### src/rtl/ascii_dec_to_bin.sv
// ASCII decimal field parser: digits -> 12-bit unsigned value, committed on a terminator.
// Optional build macro ASCII_DEC_SKIP_SPACE_EN: ignore leading spaces in a field.
module ascii_dec_to_bin #(
  parameter int         MAX_DIGITS = 4,
  parameter logic [7:0] TERMINATOR = 8'h0D
) (
  input  logic        clk,
  input  logic        rst_ni,
  input  logic [7:0]  char_in,
  input  logic        char_valid,
  output logic        char_ready,
  output logic [11:0] value,
  output logic        value_valid,
  output logic        err,
  output logic [1:0]  err_code
);

  typedef enum logic [1:0] {
    IDLE  = 2'd0,
    SCALE = 2'd1,
    ADD   = 2'd2,
    DONE  = 2'd3
  } state_t;

  localparam logic [1:0] CODE_BAD   = 2'd1;
  localparam logic [1:0] CODE_OVF   = 2'd2;
  localparam logic [1:0] CODE_EMPTY = 2'd3;

  state_t      state_reg, state_next;
  logic [15:0] acc_reg, acc_next;
  logic [2:0]  cnt_reg, cnt_next;
  logic        bad_reg, bad_next;
  logic        ovf_reg, ovf_next;
  logic [3:0]  digit_reg, digit_next;
  logic [11:0] value_reg, value_next;
  logic        value_valid_reg, value_valid_next;
  logic        err_reg, err_next;
  logic [1:0]  err_code_reg, err_code_next;

  logic        take;
  logic        is_digit;
  logic        is_term;
  logic        skip_space;
  logic        too_many;
  logic        reject_digit;
  logic [2:0]  cnt_inc;
  logic [15:0] sum;

  assign take     = char_valid && (state_reg == IDLE);
  assign is_digit = (char_in >= 8'h30) && (char_in <= 8'h39);
  assign is_term  = (char_in == TERMINATOR);
  assign cnt_inc  = (cnt_reg == 3'd7) ? 3'd7 : cnt_reg + 3'd1;
  assign too_many = (int'(cnt_reg) + 1) > MAX_DIGITS;
  assign sum      = acc_reg + {12'd0, digit_reg};

  // A digit that cannot extend the field is still consumed, only flagged.
  assign reject_digit = bad_reg || ovf_reg || too_many;

`ifdef ASCII_DEC_SKIP_SPACE_EN
  assign skip_space = (char_in == 8'h20) && (cnt_reg == 3'd0) && !bad_reg && !ovf_reg;
`else
  assign skip_space = 1'b0;
`endif

  // State register
  always_ff @(posedge clk or negedge rst_ni) begin
    if (!rst_ni) begin
      state_reg <= IDLE;
    end else begin
      state_reg <= state_next;
    end
  end

  // Next-state logic
  always_comb begin
    state_next = state_reg;
    case (state_reg)
      IDLE: begin
        if (take) begin
          if (is_digit) begin
            if (!reject_digit) state_next = SCALE;
          end else if (is_term) begin
            state_next = DONE;
          end
        end
      end
      SCALE:   state_next = ADD;
      ADD:     state_next = IDLE;
      DONE:    state_next = IDLE;
      default: state_next = IDLE;
    endcase
  end

  // Output and datapath next-value logic
  always_comb begin
    acc_next         = acc_reg;
    cnt_next         = cnt_reg;
    bad_next         = bad_reg;
    ovf_next         = ovf_reg;
    digit_next       = digit_reg;
    value_next       = value_reg;
    value_valid_next = 1'b0;
    err_next         = 1'b0;
    err_code_next    = 2'd0;
    case (state_reg)
      IDLE: begin
        if (take) begin
          if (is_digit) begin
            cnt_next = cnt_inc;
            if (reject_digit) begin
              if (!bad_reg) ovf_next = 1'b1;
            end else begin
              digit_next = char_in[3:0];
            end
          end else if (is_term) begin
            // field ends; evaluated in DONE
          end else if (!skip_space) begin
            bad_next = 1'b1;
          end
        end
      end
      SCALE: begin
        acc_next = (acc_reg << 3) + (acc_reg << 1);
      end
      ADD: begin
        acc_next = sum;
        if (sum > 16'd4095) ovf_next = 1'b1;
      end
      DONE: begin
        if (bad_reg) begin
          err_next      = 1'b1;
          err_code_next = CODE_BAD;
        end else if (ovf_reg) begin
          err_next      = 1'b1;
          err_code_next = CODE_OVF;
        end else if (cnt_reg == 3'd0) begin
          err_next      = 1'b1;
          err_code_next = CODE_EMPTY;
        end else begin
          value_next       = acc_reg[11:0];
          value_valid_next = 1'b1;
        end
        acc_next = 16'd0;
        cnt_next = 3'd0;
        bad_next = 1'b0;
        ovf_next = 1'b0;
      end
      default: begin
        acc_next = 16'd0;
        cnt_next = 3'd0;
        bad_next = 1'b0;
        ovf_next = 1'b0;
      end
    endcase
  end

  // Datapath registers
  always_ff @(posedge clk or negedge rst_ni) begin
    if (!rst_ni) begin
      acc_reg         <= 16'd0;
      cnt_reg         <= 3'd0;
      bad_reg         <= 1'b0;
      ovf_reg         <= 1'b0;
      digit_reg       <= 4'd0;
      value_reg       <= 12'd0;
      value_valid_reg <= 1'b0;
      err_reg         <= 1'b0;
      err_code_reg    <= 2'd0;
    end else begin
      acc_reg         <= acc_next;
      cnt_reg         <= cnt_next;
      bad_reg         <= bad_next;
      ovf_reg         <= ovf_next;
      digit_reg       <= digit_next;
      value_reg       <= value_next;
      value_valid_reg <= value_valid_next;
      err_reg         <= err_next;
      err_code_reg    <= err_code_next;
    end
  end

  assign char_ready  = (state_reg == IDLE);
  assign value       = value_reg;
  assign value_valid = value_valid_reg;
  assign err         = err_reg;
  assign err_code    = err_code_reg;

endmodule

### config.mk
export PLATFORM = sky130hd
export DESIGN_NAME = ascii_dec_to_bin
export DESIGN_NICKNAME = d
export VERILOG_FILES = /design/src/rtl/ascii_dec_to_bin.sv
export SDC_FILE = /design/constraint.sdc
export NUM_CORES = 1
export LEC_CHECK = 0
export CELL_PAD_IN_SITES_DETAIL_PLACEMENT = 2
export CELL_PAD_IN_SITES_GLOBAL_PLACEMENT = 2
export CORE_MARGIN = 3
export CORE_UTILIZATION = 40
export DETAILED_ROUTE_END_ITERATION = 10
export GPL_ROUTABILITY_DRIVEN = 0
export GPL_TIMING_DRIVEN = 0
export PLACE_DENSITY = 0.93
export RECOVER_POWER = 25
export SLEW_MARGIN = 20
export SYNTH_ARGS = -nofsm -noshare
export SYNTH_HDL_FRONTEND = slang
export SYNTH_SLANG_ARGS = --single-unit
### constraint.sdc
create_clock -name clk -period 3.7 [get_ports clk]
set_input_delay 0.555 -clock clk [delete_from_list [all_inputs] [get_ports clk]]
set_output_delay 0.555 -clock clk [all_outputs]
set_load 0.05 [all_outputs]
==> results of run 1 <==
## stage by stage
| step | cells | utilization [%] | power, mW |
|---|---|---|---|
| detailed placement | 419 | 48.0 | 2.05 |
| finish | 426 | 49.1 | 2.45 |
| global route | 426 | 49.1 | 2.65 |
| global placement | 418 | 47.6 | 1.92 |
| CTS | 426 | 49.4 | 2.46 |
| floorplan | 295 | - | 1.64 |
## worst paths after layout
kind / start / to / slack, ns / cells past startpoint
setup reg to reg: acc_reg[0]$_DFFE_PN0N_ / acc_reg[6]$_DFFE_PN0N_ / 1.20 / 8
min in group clk: value[1]$_DFFE_PN0P_ / value[1]$_DFFE_PN0P_ / 0.52 / 1
setup / recovery: acc_reg[0]$_DFFE_PN0N_ / acc_reg[6]$_DFFE_PN0N_ / 1.20 / 8
max in group asynchronous: rst_ni / digit_reg[1]$_DFFE_PN0P_ / 1.46 / 2
hold reg to reg: value[1]$_DFFE_PN0P_ / value[1]$_DFFE_PN0P_ / 0.52 / 1
hold / removal: rst_ni / acc_reg[6]$_DFFE_PN0N_ / 0.50 / 1
## power groups by stage
| stage | combinational (mW) | clock [mW] | sequential (mW) |
|---|---|---|---|
| floorplan | 0.931 | 0 | 0.704 |
| global placement | 1.15 | 0 | 0.763 |
| detailed placement | 1.27 | 0 | 0.780 |
| CTS | 1.32 | 0.374 | 0.773 |
| global route | 1.46 | 0.391 | 0.798 |
| finish | 1.31 | 0.366 | 0.776 |
## layer usage
| metal | GRT usage [%] | vias to the layer above | routed length [um] |
|---|---|---|---|
| met2 | 43.9 | 47 | 5080 |
| met3 | 3.48 | 15 | 255 |
| met4 | 5.65 | 0 | 150 |
| met1 | 30.1 | 1305 | 4070 |
| li1 | - | 1149 | - |
| met5 | 0 | - | 0 |
## Yosys cell counts (5+ instances only)
master	n	area share, %
mux2_2	15	5.8
mux2i_1	5	1.7
dfrtp_1	43	37
nor2_1	20	2.6
nand3_1	9	1.5
nor2b_1	7	1.5
nor3_1	8	1.4
o21ai_0	18	3.1
ha_1	21	9.0
a21oi_1	19	3.3
nand2_1	20	2.6
inv_1	12	1.5
xor2_1	11	3.3
o21a_1	6	1.5
and3_1	6	1.3
o22ai_1	6	1.3
xnor2_1	6	1.8
## worst max-delay path, stage by stage, from the launching register on
cell and delay (ns):
dfrtp_1 0.49, ha_1 0.24, inv_1 0.08, fa_1 0.40
nor2b_1 0.32, o31a_1 0.37, and3_1 0.24, xor2_1 0.08
o21a_1 0.18
## cells by family (layout without fill, tap and decap cells)
| group | after synthesis | after routing | synth area share [%] |
|---|---|---|---|
| simple gates | 91 | 91 | 17.3 |
| compound gates | 79 | 79 | 18.8 |
| flops | 43 | 43 | 36.9 |
| fa+ha+maj | 23 | 23 | 10.4 |
| buf+inv | 22 | 57 | 3.99 |
| mux | 20 | 20 | 7.50 |
| xor+xnor | 17 | 17 | 5.10 |
## layout make-up
type | instances | area [um^2] | share of cell area (%)
multi-input cells | 230 | 1730 | 50.6
flip-flops and latches | 43 | 1080 | 31.6
repair buffers | 28 | 268 | 7.86
well taps | 96 | 120 | 3.52
clock buffers | 6 | 72.6 | 2.13
plain buffers | 9 | 67.6 | 1.98
inverters | 13 | 48.8 | 1.43
clock inverters | 1 | 30.0 | 0.881
==> flow_summary_export.csv, run 1 <==
group,metric,value,unit
die,die_w,91.4,um
route,routedWlPerCell,22.4,um
logic_synthesis,synth_area_per_cell,9.89,um^2
sta,slew_viol_final,0,
route,drt_iter0_markers,123,
die,start_util,42.0,%
die,design.core.area,6940,um^2
clock_network,clock-sinks,43,
clock_network,clk_latency,0.30,ns
sta,fin_crit,2.50,ns
finish,final_common_cell,"dfrtp_1",
pwr,power.leakage,1.49,nW
logic_synthesis,synth_seq_area_share,36.9,%
pwr,power_density,720,nW/um^2
setup_path,critPathLaunchType,"flop",
job,cap_viol_max_count,0,
sta,hold_violations,0,
logic_synthesis,netlist_area,2920,um^2
setup_path,cp-end-kind,"flop",
sta,min_period_over_period,67.6,%
logic_synthesis,ys_types,57,
global_routing,grt_use_total,24.2,%
clock_network,cts_buffers,5,
finish,fin_nets,364,
sta,setup-tns-final,0,ns
hold_path,hold_class,"in -> async",
clock_network,cts-root-buf,"clkbuf_8",
route,firstDrtPassIters,4,
sta,worst_pin_slew,1.26,ns
status,status,"completed",
clock_network,cts_setup_buffers,0,
clock_network,cts_tree,"done",
route,drtAntennaViolNets,0,
sta,slew_headroom,16.1,%
finish,drive_gt1_share,11.2,%
finish,largest_register_ffs,16,
sta,fmax,400,MHz
pwr,power.switching,1.17,mW
clock_network,htreeDepth,2,
global_routing,grt_overflow_total,0,
sta,grt_setup_unrepaired,"false",
sta,holdWs,0.498,ns
placement,dp_hpwl,6990,um
pwr,clkPwrFrac,14.9,%
clock_network,cts-resized-gates,0,
pwr,power_frac_comb,53.4,%
clock_network,cts_max_path_buffers,2,
sta,setup_viol,0,
placement,place_area,3330,um^2
die,die_y,91.4,um
placement,place.port_buffers,27,
logic_synthesis,synth_warnings,0,
die,placementRows,30,
global_routing,grt_pass1_wl,15800,um
logic_synthesis,synth_edf_count,0,
finish,area_growth_syn_to_layout,16.8,%
global_routing,grt_max_degree,25,
logic_synthesis,synth-main-ff-cell,"dfrtp_1",
die,dieArea,8350,um^2
route,routed_wl,9560,um
route,vias,2516,
finish,fill_cells,743,
global_routing,first_global_vias,2825,
finish,diodes,0,
clock_network,postCtsHoldBufs,0,
setup_path,critical_path_class,"reg -> reg",
die,ioPinCount,28,
clock_network,clkSlewWorstSetupHoldPaths,0.09,ns
logic_synthesis,synth-seq-cells,43,
sta,finalClockSkew,0.0100,ns
route,drc,0,
logic_synthesis,syn_inst,295,
pwr,intPower,1.28,mW
setup_path,required,3.90,ns
pwr,seqPwrFrac,31.7,%
finish,stdcell_area,3410,um^2
sta,setup_slack,1.20,ns
placement,place_ws,1.20,ns
pwr,p_sw_share,47.9,%
global_routing,antenna_found_initial,0,
logic_synthesis,syn-num-nets,329,
setup_path,arrival,2.70,ns
pwr,irDropWorstVdd,218,uV
logic_synthesis,async_flop_share,100,%
finish,mostFrequentLayoutCells,"43 x dfrtp_1, 26 x clkdlybuf4s50_1, 21 x ha_1",
setup_path,path_max_fanout,5,
route,via_per_inst,5.91,
No activity file was read; power rests on OpenSTA's default activity.
==> run 2, diff against run 1 <==
CORE_UTILIZATION = 33   (was 40)
PLACE_DENSITY = 0.83   (was 0.93)
clock period = 2.2 ns   (was 3.7 ns; I/O delays follow)
==> run 2 against run 1 <==
Net effect:
- the flow now finishes with violations (capacitance limit, slew limit, setup timing)
- flip-flop and latch count unchanged
- non-clock buffer count up 12
- clock power up 45%
- count of clock-buffer cells in the layout unchanged
- clock skew down 0.0027 ns
- wire length up 0.30%
- total power up 72%
- combinational power up 83%
- largest cell class unchanged
- largest power group unchanged
- highest routed layer unchanged
==> flow_summary_export.csv, run 2 (synthesis results as in run 1) <==
group,metric,value,unit
status,status,"finished with violations",
status,violations,"capacitance limit, slew limit, setup timing",
setup_path,worst_r2r_path_depth,8,
route,drc,0,
clock_network,clock-sinks,43,
setup_path,path_buf_inv,1,
clock_network,postCtsHoldBufs,0,
sta,setup_slack,-0.00713,ns
route,firstDrtPassIters,7,
setup_path,cp.depth,8,
die,die_w,100,um
hold_path,hold_class,"in -> async",
global_routing,antenna_found_initial,0,
die,start_util,34.8,%
pwr,irDropWorstVdd,452,uV
global_routing,grt_pass1_wl,14700,um
finish,largest_register_ffs,16,
global_routing,first_global_vias,2810,
finish,fill_cells,896,
clock_network,clk_latency,0.30,ns
sta,finalClockSkew,0.00727,ns
clock_network,cts-root-buf,"clkbuf_8",
global_routing,grt_use_total,18.5,%
finish,area_growth_syn_to_layout,22.9,%
clock_network,cts_max_path_buffers,2,
pwr,power_density,1180,nW/um^2
placement,place_area,3340,um^2
setup_path,critPathTopFamily,"adder cells",
job,cap_viol_max_count,1,
placement,place.port_buffers,27,
clock_network,clkSlewWorstSetupHoldPaths,0.09,ns
setup_path,path_max_fanout,5,
finish,mostFrequentLayoutCells,"38 x dfrtp_1, 25 x clkdlybuf4s50_1, 20 x nand2_1, 20 x nor2_1, 19 x a21oi_1",
setup_path,critical-path-max-stage-delay,0.40,ns
die,placementRows,33,
route,drt_iter0_markers,76,
setup_path,critPathLaunchType,"flop",
finish,utilization,42.8,%
sta,setup_viol,1,
route,via_per_inst,5.63,
route,drtAntennaViolNets,0,
pwr,power.leakage,1.55,nW
finish,diodes,0,
setup_path,cpMaxStageDelayCell,"dfrtp_1",
die,design.core.area,8380,um^2
route,routedWlPerCell,21.4,um
die,ioPinCount,28,
global_routing,grt_overflow_total,0,
route,routed_wl,9590,um
setup_path,arrival,2.36,ns
finish,drive_gt1_share,19.5,%
die,die_y,100,um
setup_path,critical_path_class,"reg -> reg",
die,dieArea,10000,um^2
sta,worst_pin_slew,1.67,ns
route,vias,2521,
sta,grt_setup_unrepaired,"true",
placement,dp_hpwl,6420,um
global_routing,grt_max_degree,27,
sta,min_period_over_period,100,%
finish,fin_nets,376,
sta,slew_viol_final,26,
setup_path,cp_cell_sequence,"ha_2 -> inv_1 -> fa_2 -> nor2b_4 -> o31a_1 -> and3_1 -> xnor2_1 -> o22ai_1",
sta,holdWs,0.446,ns
pwr,total_power,4.23,mW
sta,fin_crit,2.21,ns
clock_network,cts_tree,"done",
setup_path,cp-end-kind,"flop",
clock_network,cts_buffers,5,
sta,hold_violations,0,
clock_network,htreeDepth,2,
finish,final_common_cell,"dfrtp_1",
sta,fmax,453,MHz
finish,stdcell_area,3590,um^2
sta,slew_headroom,-11.4,%
setup_path,required,2.35,ns
==> run 2: cell types whose count changed in the layout (fill, tap and decap cells not counted), moves of 4 or more <==
cell / change
dfrtp_1: -5
ha_2: +4
dfrtp_2: +5
buf_4: +11
ha_1: -4
==> run 2: through the flow <==
step / cells / TNS, ns / setup WS, ns
4_1_cts: 442 / -0.0435 / -0.0263
3_5_place_dp: 428 / -0.512 / -0.135
2_1_floorplan: 295 / 0 / 0.285
3_3_place_gp: 427 / -19.34 / -0.449
6_report: 448 / -0.00713 / -0.00713
5_1_grt: 448 / -0.267 / -0.0707
==> run 2: what timing repair did <==
action	4_1_cts	5_1_grt
pin swaps	5	2
gates resized for setup	9	13
setup buffers	6	6
endpoints found under the setup margin	9	11
==> run 2: area by class of cell <==
class	count	area (um^2)	share of cell area (%)
Multi-Input combinational cell	230	1780	49.6
Sequential cell	43	1080	30.2
Timing Repair Buffer	40	393	11.0
Tap cell	105	131	3.66
Clock buffer	6	72.6	2.02
Buffer	9	67.6	1.88
Inverter	13	48.8	1.36
Clock inverter	2	12.5	0.349
==> run 2: path summary, 6_finish.rpt <==
kind	slack [ns]	from	end
max	-0.007	acc_reg[0]$_DFFE_PN0N_	acc_reg[14]$_DFFE_PN0N_
min	0.45	rst_ni	value[8]$_DFFE_PN0P_
max reg2reg	-0.007	acc_reg[0]$_DFFE_PN0N_	acc_reg[14]$_DFFE_PN0N_
min reg2reg	0.52	value[10]$_DFFE_PN0P_	value[10]$_DFFE_PN0P_
max in group asynchronous	0.67	rst_ni	acc_reg[6]$_DFFE_PN0N_
min in group clk	0.52	value[10]$_DFFE_PN0P_	value[10]$_DFFE_PN0P_
==> run 2: routing by layer <==
layer	wire [um]	up-vias	track usage [%]
li1	-	1176	-
met1	4180	1291	23.1
met2	5000	39	33.6
met3	203	15	2.57
met4	201	0	4.46
met5	0	-	0
==> run 2: power breakdown <==
part	leakage [nW]	total, mW	switching, mW	internal, mW
registers	0.561	1.30	0.318	0.977
clock network	0.0412	0.530	0.307	0.223
logic	0.944	2.40	1.43	0.969
==> run 3, diff against run 2 <==
clock period = 2 ns   (was 2.2 ns; I/O delays follow)
==> run 3 against run 2 <==
Net effect:
- the flow still finishes with violations (capacitance limit, slew limit, setup timing)
- count of clock-buffer cells in the layout is the same
- total power grew 26%
- global-route usage grew 3.1 points
- hold slack lost 0.039 ns
- via count grew 9.8%
- clock power grew 15%
==> flow_summary_export.csv, run 3 (synthesis results as in run 1) <==
group,metric,value,unit
die,die_y,100,um
pwr,clkPwrFrac,11.4,%
global_routing,antenna_found_initial,0,
finish,final_common_cell,"dfrtp_1",
setup_path,cp-end-kind,"flop",
global_routing,grt_pass1_wl,16700,um
placement,dp_hpwl,6420,um
finish,mostFrequentLayoutCells,"36 x dfrtp_1, 29 x buf_4, 25 x clkdlybuf4s50_1",
sta,min_period_over_period,112,%
finish,fin_nets,398,
clock_network,postCtsHoldBufs,0,
placement,place_area,3340,um^2
placement,place.port_buffers,27,
finish,area_growth_syn_to_layout,35.7,%
setup_path,path_buf_inv,3,
die,placementRows,33,
pwr,seqPwrFrac,27.3,%
setup_path,critical-path-max-stage-delay,0.40,ns
clock_network,cts-root-buf,"clkbuf_8",
pwr,power_density,1350,nW/um^2
clock_network,clk_latency,0.32,ns
setup_path,required,2.22,ns
sta,fin_crit,2.23,ns
pwr,intPower,2.69,mW
sta,finalClockSkew,0.0202,ns
sta,hold_violations,0,
sta,fmax,448,MHz
finish,drive_gt1_share,32.3,%
setup_path,cpMaxStageDelayCell,"dfrtp_1",
clock_network,cts_buffers,5,
pwr,power.leakage,1.67,nW
sta,worst_pin_slew,1.70,ns
finish,fill_cells,871,
sta,grt_setup_unrepaired,"true",
sta,setup_slack,-0.231,ns
finish,stdcell_area,3960,um^2
clock_network,cts_max_path_buffers,2,
route,via_per_inst,5.89,
sta,slew_headroom,-13.1,%
route,routed_wl,12400,um
die,die_w,100,um
clock_network,clkSlewWorstSetupHoldPaths,0.11,ns
clock_network,clock-sinks,43,
finish,diodes,0,
clock_network,htreeDepth,2,
die,design.core.area,8380,um^2
die,dieArea,10000,um^2
pwr,p_sw_share,49.8,%
sta,setup_viol,26,
route,firstDrtPassIters,4,
pwr,power.switching,2.66,mW
die,start_util,34.8,%
setup_path,critical_path_class,"reg -> reg",
setup_path,cp_cell_sequence,"buf_6 -> ha_4 -> inv_4 -> fa_2 -> nor2b_4 -> o31a_1 -> buf_4 -> nand3_2 -> xor2_1 -> o22ai_1",
hold_path,hold_class,"in -> async",
route,drtAntennaViolNets,0,
finish,largest_register_ffs,16,
setup_path,path_max_fanout,5,
job,cap_viol_max_count,1,
status,violations,"capacitance limit, slew limit, setup timing",
route,routedWlPerCell,26.5,um
clock_network,cts_tree,"done",
global_routing,first_global_vias,3010,
route,vias,2768,
finish,multi_input_area,1970,um^2
global_routing,grt_max_degree,27,
placement,place_ws,-0.335,ns
global_routing,grt_use_total,21.6,%
status,status,"finished with violations",
sta,holdWs,0.407,ns
finish,utilization,47.2,%
pwr,irDropWorstVdd,538,uV
setup_path,critPathLaunchType,"flop",
die,ioPinCount,28,
global_routing,grt_overflow_total,0,
pwr,power_frac_comb,61.3,%
route,drt_iter0_markers,83,
setup_path,critPathTopFamily,"adder cells",
sta,slew_viol_final,26,
finish,seqCellArea,1080,um^2
setup_path,arrival,2.45,ns
route,drc,0,
-- run 3: final cells by class --
class	instances	area share [%]
multi-input cells	230	49.7
flip-flops and latches	43	27.4
repair buffers	62	14.4
well taps	105	3.32
clock buffers	6	1.83
plain buffers	9	1.80
inverters	13	1.30
clock inverters	2	0.316
-- run 3: stage by stage --
step / power (mW) / TNS (ns) / std cells
floorplan: 3.03 / 0 / 295
global placement: 3.56 / -28.68 / 427
detailed placement: 3.71 / -3.00 / 428
CTS: 4.69 / -0.435 / 456
global route: 5.68 / -4.20 / 470
finish: 5.35 / -2.52 / 470
-- run 3: power by group through the flow --
stage / combinational, mW / clock, mW / sequential, mW
after global placement: 2.15 / 0 / 1.41
after floorplan: 1.72 / 0 / 1.30
after global routing: 3.54 / 0.647 / 1.49
after detailed placement: 2.28 / 0 / 1.43
final: 3.28 / 0.608 / 1.46
after CTS: 2.68 / 0.597 / 1.41
-- run 3: what timing repair did --
item	4_1_cts	5_1_grt
endpoints found under the setup margin	17	27
resized for setup	33	40
endpoints found under the hold margin	0	0
setup buffers	20	13
cloned	0	1
pin swaps	12	16
-- run 3: path summary, 6_finish.rpt --
kind                                   startpoint                      end  slack, ns  cells after the start
min in group clk            value[10]$_DFFE_PN0P_    value[10]$_DFFE_PN0P_       0.51                      1
hold reg to reg             value[10]$_DFFE_PN0P_    value[10]$_DFFE_PN0P_       0.51                      1
setup / recovery           acc_reg[0]$_DFFE_PN0N_  acc_reg[10]$_DFFE_PN0N_      -0.23                     10
hold / removal                             rst_ni    err_code[0]$_DFF_PN0_       0.41                      1
setup reg to reg           acc_reg[0]$_DFFE_PN0N_  acc_reg[10]$_DFFE_PN0N_      -0.23                     10
max in group asynchronous                  rst_ni   acc_reg[1]$_DFFE_PN0N_       0.48                      1
-- run 3: layer usage --
| metal | GRT usage [%] | vias up | share of wire (%) |
|---|---|---|---|
| met2 | 40.6 | 77 | 52 |
| met1 | 25.7 | 1441 | 41 |
| met5 | 0 | - | 0 |
| met3 | 2.99 | 32 | 2.9 |
| met4 | 5.49 | 0 | 3.9 |
| li1 | - | 1218 | - |
